--- config.mk ---
export PLATFORM = sky130hd
export DESIGN_NAME = breakout_game_ctrl
export DESIGN_NICKNAME = d
export VERILOG_FILES = /design/src/rtl/breakout_game_ctrl.sv
export SDC_FILE = /design/constraint.sdc
export NUM_CORES = 1
export LEC_CHECK = 0
export ABC_AREA = 1
export CAP_MARGIN = 40
export CORE_MARGIN = 10
export CORE_UTILIZATION = 47
export CTS_BUF_LIST = sky130_fd_sc_hd__clkbuf_16
export DETAILED_ROUTE_END_ITERATION = 10
export PLACE_DENSITY_LB_ADDON = 0.05
export SYNTH_ARGS = -nofsm -noshare
export SYNTH_HDL_FRONTEND = slang
export SYNTH_SLANG_ARGS = --single-unit
--- constraint.sdc ---
create_clock -name clk -period 1.42 [get_ports clk]
set_input_delay 0.142 -clock clk [delete_from_list [all_inputs] [get_ports clk]]
set_output_delay 0.142 -clock clk [all_outputs]
set_load 0.01 [all_outputs]
--- src/rtl/breakout_game_ctrl.sv ---
// breakout_game_ctrl: game-level sequencing for breakout.
// Runs the newgame/play/newball/over state machine from the hit/miss pulses,
// the frame tick and the key input. Keeps the 2-digit BCD score and the
// remaining-ball count, and freezes the graph engine outside of play.
// Optional build macro HIGH_SCORE_EN: tracks the best score since reset on
// hi1:hi0. Without it, hi1:hi0 are tied to zero.
//
// state    | meaning
// ---------+-----------------------------------------------------------
// NEWGAME  | waiting for a key press; score 00, full ball count
// PLAY     | ball in motion; hit scores, miss costs a ball
// NEWBALL  | hold after a miss; relaunch on key once hold time is over
// OVER     | game-over screen held for OVER_TICKS, then back to NEWGAME

module breakout_game_ctrl #(
  parameter int BALLS         = 3,
  parameter int NEWBALL_TICKS = 30,
  parameter int OVER_TICKS    = 120
) (
  input  logic       clk,
  input  logic       reset,
  input  logic       frame_tick,
  input  logic       key_any,
  input  logic       hit,
  input  logic       miss,
  output logic [1:0] state,
  output logic       gra_still,
  output logic [3:0] dig0,
  output logic [3:0] dig1,
  output logic [1:0] ball,
  output logic [3:0] hi0,
  output logic [3:0] hi1
);

  localparam int MAX_TICKS = (NEWBALL_TICKS > OVER_TICKS) ? NEWBALL_TICKS : OVER_TICKS;
  localparam int TW        = (MAX_TICKS < 2) ? 1 : $clog2(MAX_TICKS + 1);

  localparam logic [TW-1:0] NEWBALL_LOAD = TW'(NEWBALL_TICKS);
  localparam logic [TW-1:0] OVER_LOAD    = TW'(OVER_TICKS);
  localparam logic [1:0]    BALLS_INIT   = 2'(BALLS);

  typedef enum logic [1:0] {
    S_NEWGAME = 2'b00,
    S_PLAY    = 2'b01,
    S_NEWBALL = 2'b10,
    S_OVER    = 2'b11
  } state_t;

  state_t        state_q, state_d;
  logic          gra_still_q, gra_still_d;
  logic [3:0]    dig0_q, dig0_d;
  logic [3:0]    dig1_q, dig1_d;
  logic [1:0]    ball_q, ball_d;
  logic [TW-1:0] timer_q, timer_d;
  logic          key_d_q;

  logic          start;
  logic          expired;
  logic          timer_load;
  logic [TW-1:0] timer_load_val;
  logic [3:0]    inc0, inc1;

  assign start   = key_any & ~key_d_q;
  assign expired = (timer_q == '0);

  // Saturating BCD increment of the current score.
  always_comb begin
    inc0 = dig0_q;
    inc1 = dig1_q;
    if (dig1_q == 4'd9 && dig0_q == 4'd9) begin
      inc0 = dig0_q;
      inc1 = dig1_q;
    end else if (dig0_q == 4'd9) begin
      inc0 = 4'd0;
      inc1 = dig1_q + 4'd1;
    end else begin
      inc0 = dig0_q + 4'd1;
    end
  end

  // Next-state, score, ball and timer-load decisions.
  always_comb begin
    state_d        = state_q;
    dig0_d         = dig0_q;
    dig1_d         = dig1_q;
    ball_d         = ball_q;
    timer_load     = 1'b0;
    timer_load_val = '0;

    unique case (state_q)
      S_NEWGAME: begin
        dig0_d = 4'd0;
        dig1_d = 4'd0;
        ball_d = BALLS_INIT;
        if (start) state_d = S_PLAY;
      end
      S_PLAY: begin
        if (hit) begin
          dig0_d = inc0;
          dig1_d = inc1;
        end
        if (miss) begin
          timer_load = 1'b1;
          if (ball_q == 2'd1) begin
            ball_d         = 2'd0;
            timer_load_val = OVER_LOAD;
            state_d        = S_OVER;
          end else begin
            ball_d         = ball_q - 2'd1;
            timer_load_val = NEWBALL_LOAD;
            state_d        = S_NEWBALL;
          end
        end
      end
      S_NEWBALL: begin
        if (start && expired) state_d = S_PLAY;
      end
      S_OVER: begin
        if (expired) begin
          dig0_d  = 4'd0;
          dig1_d  = 4'd0;
          ball_d  = BALLS_INIT;
          state_d = S_NEWGAME;
        end
      end
      default: state_d = S_NEWGAME;
    endcase

    gra_still_d = (state_d != S_PLAY);
  end

  // Hold timer: a load takes priority over a coincident frame tick.
  always_comb begin
    timer_d = timer_q;
    if (timer_load)
      timer_d = timer_load_val;
    else if (frame_tick && !expired)
      timer_d = timer_q - TW'(1);
  end

  // Game state registers.
  always_ff @(posedge clk or posedge reset) begin
    if (reset) begin
      state_q     <= S_NEWGAME;
      gra_still_q <= 1'b1;
      dig0_q      <= 4'd0;
      dig1_q      <= 4'd0;
      ball_q      <= BALLS_INIT;
      timer_q     <= '0;
      key_d_q     <= 1'b0;
    end else begin
      state_q     <= state_d;
      gra_still_q <= gra_still_d;
      dig0_q      <= dig0_d;
      dig1_q      <= dig1_d;
      ball_q      <= ball_d;
      timer_q     <= timer_d;
      key_d_q     <= key_any;
    end
  end

`ifdef HIGH_SCORE_EN
  logic [3:0] hi0_q, hi0_d;
  logic [3:0] hi1_q, hi1_d;

  // Capture a strictly better final score as the game ends.
  always_comb begin
    hi0_d = hi0_q;
    hi1_d = hi1_q;
    if (state_q == S_PLAY && state_d == S_OVER &&
        {dig1_d, dig0_d} > {hi1_q, hi0_q}) begin
      hi0_d = dig0_d;
      hi1_d = dig1_d;
    end
  end

  // High-score registers; only a reset clears them.
  always_ff @(posedge clk or posedge reset) begin
    if (reset) begin
      hi0_q <= 4'd0;
      hi1_q <= 4'd0;
    end else begin
      hi0_q <= hi0_d;
      hi1_q <= hi1_d;
    end
  end

  assign hi0 = hi0_q;
  assign hi1 = hi1_q;
`else
  assign hi0 = 4'd0;
  assign hi1 = 4'd0;
`endif

  assign state     = state_q;
  assign gra_still = gra_still_q;
  assign dig0      = dig0_q;
  assign dig1      = dig1_q;
  assign ball      = ball_q;

endmodule
Word level (Yosys, flattened, before mapping):

Index checks and enable logic that the tools add are counted.

* eq/ne operators: 12
* reduce and logical (&&, ||, !) cells: 11
* $add $sub $neg: 4
* muxes and demuxes: 26
* bitwise gates (word level): 2

Operators by type and width (count)
* $mux 7: 5
* $mux 4: 7
* $pmux 4 s3: 2
* $mux 2: 7
* $ne 2x2->1 const B: 5
* $add 4x1->4 const B: 2
* $eq 4x4->1 const B: 2
* $pmux 2 s4: 1
* $logic_not 7->1: 1
* $sub 7x1->7 const B: 1
* $pmux 2 s3: 1
* $reduce_and 5->1: 1
* $eq 2x1->1 const B: 2
* $eq 2x2->1 const B: 2
* $reduce_and 4->1: 1
* $logic_and 1x1->1: 3
* $mux 1: 3
* $reduce_and 3->1: 1
* $reduce_bool 3->1: 1
* $logic_not 2->1: 1
* $ne 2x1->1 const B: 1
* $reduce_bool 2->1: 1
* $sub 2x1->2 const B: 1
* $and 1x1->1: 1
* 2 further kinds: 2

* input bits: 6
* output and inout bits: 21
* register bits after elaboration: 21
* logic and storage cells: 62

Longest topological paths before layout:

* depth in word-level cells: 6
* mapped depth: 11
* depth with buffers taken out: 11

Least setup slack after synthesis:

No wires, ideal clock.

* path kind: register to register
* start: register state_q[1] (netlist: state[1])
* end: register timer_q[6]
* path buffers: 1
* library setup time: 133 ps
* data required time: 1287 ps
* setup slack: -150 ps
* clock period less this slack: 1570 ps
* stages on the path, launching flop included: 8
* arrival time: 1437 ps
* cells stage by stage: dfrtp_1 > inv_1 > ha_1 > nand2_1 > buf_1 > nand2_1 > nor2_1 > a21oi_1

* longest elaborated chain between the ends: 3
* elaborated cells on any way between the ends: 5
* classes of those cells: eq/ne: 1; mux: 3; reduce/logical: 1

RTL lines
* start, declared: RTL line 49 `state_t state_q, state_d;`
* start signal, assigned: RTL line 152 `state_q <= state_d;`
* $eq 2x1->1 *: RTL line 90 `unique case (state_q)`
* $mux 7 / $mux 1 (equally long branches): RTL line 90
* $mux 7 / $reduce_bool 2->1 (equally long branches)
* end signal, assigned: RTL line 157 `timer_q <= timer_d;`
* end, declared: RTL line 54 `logic [TW-1:0] timer_q, timer_d;`

Mark *: on every way between the ends. The rest lies on a longest branch, timed or not.
A chain may end at the register's enable or synchronous reset.

Final worst setup path:

* start: register timer_q[1]
* end: register ball_q[1] (netlist: ball[1])

* longest elaborated chain between the ends: 3

RTL lines
* $logic_not 7->1: RTL line 64 `assign expired = (timer_q == '0);`
* $ne 2x2->1 (no source line)
* $reduce_and 3->1 (no source line)
* end signal, assigned: RTL line 156 `ball_q <= ball_d;`
* end, declared: RTL line 53 `logic [1:0] ball_q, ball_d;`

No other way between the ends.

==> out/summary.txt <==
status - finished, violations left
violated checks - negative setup slack
placed inst area - 1850 sq um
Syn Area/Cell - 7.80 sq um
die height - 75.7 microns
port bufs - 18
final hold violation count - 0
top cell type's share of synthesized area - 30.9%
DP Wirelength - 2490 microns
Post-DRT Antenna Nets - 0
switch share - 42.7%
top fanout value on the critical path - 4
CTS buffer count - 3
vias in the first global route - 1349
top cells by area, synth - dfrtp_1 31%, nand2_1 13%, ha_1 9.4%, inv_1 5.7%, dfstp_2 5.4%
worst skew pair latency - 0.25 ns
Max IR drop VDD - 920 uV
drt total wl - 3270 microns
H-tree depth - 1
post-route cell area - 2050 sq um
Pint - 2560 uW
combinational share of power - 62.5%
drt pass-1 iters - 4
Core ar. - 3000 sq um
CTS tree - done
Ports - 27
area occupied by registers - 534 sq um
total track usage - 12.4%
HP Class - in2async
CTS Buffer Depth - 2
initial drt markers - 30
sequential area share after synthesis - 36.3%
antenna cells - 0
post-synthesis async set-or-reset flop share - 100%
Place WS - -0.0983 ns
Psw - 1910 uW
# clock sinks - 21
max_cap viols - 0
EDFF count, synth - 0
top cells by count, synth - 49 x nand2_1, 22 x inv_1, 18 x dfrtp_1
family with the most delay on the worst path - simple AND/OR/NAND/NOR gates
WS Path Type - reg2reg
total gr overflow - 0
routability congestion estimate - 0.778
Clock power frac - 13.2%
routed wire length per instance - 12.3 microns
RSZ-0062 raised after global routing - true
slowest cell on the critical path - dfrtp_1
area added between synthesis and finish - 40.7%
FP Rows - 20
root buf cell - clkbuf_16
minimum clock period - 1.48 ns
Fillers - 234
ys flop type - dfrtp_1
Yosys reg bits - 21
Reg power frac - 24.3%
global-route wire length before repair - 5550 microns
Pleak - 0.00108 uW
critical path cell sequence - inv_2, ha_4, inv_4, nor2_4, nand3_4, nand2_4, buf_4, buf_6, nand2_4, nor3_2, a21oi_1
initial antenna violation count - 0
Multi-input gate area - 900 sq um
worst reg2reg setup slack - -0.06 ns
Ys Warns - 0
Worst path max stage delay - 0.39 ns
fin crit share - 104%
Setup crit start kind - register
Critical Path End Type - register
CP Buf/Inv Count - 4
starting density of the core - 48.6%
count of cell types in the netlist - 33
Setup violations, final - 11
layout cells sized above 1 - 31.2%
Post-Synthesis Cells - 187
maximum clock frequency - 675 MHz
area of the mapped netlist - 1460 sq um
total number of vias - 1314
drt via density - 4.92
post-route setup slack - -0.0607 ns
dominant cell by count in the synthesized netlist - nand2_1
drt drc - 0
Slew Viols, Final - 0
CP Data Arrival Time - 1.67 ns
cell area power density - 2180 nW/um^2
Die Width - 75.7 microns
largest net degree at the start of global routing - 22
Die ar. - 5730 sq um
WP data required - 1.60 ns
clock skew - 0.00415 ns
Synth area leader - dfrtp_1
CTS clock-pin slew for the worst setup and hold paths - 0.06 ns
# nets final - 252
Critical Path Most Common Cell - nand2_4
-- metal layers --
metal	global-route usage [%]	wire length, microns	vias to the layer above	part of all wire (%)
li1	-	-	668	-
met1	12.2	1300	619	40
met2	23.9	1770	20	54
met3	3.26	139	7	4.2
met4	4.95	62	0	1.9
met5	0	0	-	0
-- placed cells by master (no fill, tap or decap), types with 2 or more instances in the layout --
master	netlist	final
buf_6	0	2
buf_4	8	26
nand2_2	3	8
nand2_4	2	5
nor3_1	3	2
inv_1	22	20
ha_1	11	7
clkbuf_16	0	3
ha_4	0	3
o21ai_0	2	2
dlymetal6s2s_1	0	4
nor2_2	1	2
dlygate4sd2_1	0	5
o21ai_1	4	3
nand3b_1	2	2
clkdlybuf4s50_1	0	9
xnor2_1	3	3
dfstp_2	3	3
a21oi_1	5	4
dfrtp_1	18	14
dfrtp_2	0	4
nand3_1	14	13
nand2_1	49	41
conb_1	1	8
nand4_1	2	2
nor2_1	17	16
nor2_4	3	3
inv_2	2	3
-- flip-flops by register name (all words and copies together), names as in the netlist --
signal,flops
key_d_q,1
timer_q,7
dig1,4
dig0,4
state,2
gra_still,1
ball,2
-- per-stage QoR --
step | std cells | total power (uW) | TNS, ns | util (%) | hold WS [ns]
5_1_grt | 267 | 4900 | -2.23 | 68.4 | 0.242
3_5_place_dp | 260 | 3560 | -0.818 | 61.7 | 0.489
3_3_place_gp | 260 | 3490 | -0.813 | 61.7 | 0.481
2_1_floorplan | 194 | 2620 | 0 | - | 0.116
6_report | 267 | 4470 | -0.417 | 68.4 | 0.217
4_1_cts | 264 | 4270 | -0.317 | 65.4 | 0.235
-- tightest hold or removal path, stage by stage --
cell and delay [ns]:
clkdlybuf4s50_1 0.39, inv_1 0.05, buf_4 0.27
-- cell type report --
class,instances,share of cell area (%)
Inverter,24,4.75
Sequential cell,21,26.0
Clock buffer,3,3.66
Multi-Input combinational cell,139,43.8
Tap cell,33,2.01
Timing Repair Buffer,46,19.6
Clock inverter,1,0.183
-- cell families after synthesis --
kind of cell               after synthesis  synth area share, %
buffers and inverters                   34                 10.9
other                                    1                0.257
AOI/OAI and AO/OA                       14                 5.40
xor gates and xnor gates                 4                 2.40
DFF                                     21                 36.3
and+or+nand+nor                        102                 35.3
adders and majority gates               11                 9.43
-- what timing repair did --
| item | in CTS | in global routing |
|---|---|---|
| hold buffers | 0 | 0 |
| resized for setup | 18 | 20 |
| pin swaps | 4 | 7 |
| setup buffers | 0 | 3 |
| setup endpoints to repair | 18 | 25 |
-- final timing paths --
path / from / end / depth (start not counted)
max: timer_q[1] / ball[1] / 11
min: reset / timer_q[1] / 3
max reg2reg: timer_q[1] / ball[1] / 11
min reg2reg: ball[0] / ball[0] / 2
max in group asynchronous: reset / gra_still / 3
min in group clk: key_any / key_d_q / 1
-- power groups by stage --
stage               Sequential [uW]  Combinational [uW]  Clock [uW]
floorplan                      1150                1480           0
global placement               1070                2420           0
detailed placement             1070                2480           0
CTS                            1080                2580         606
global route                   1130                3130         644
finish                         1090                2800         589
No activity file was read; power rests on OpenSTA's default activity.
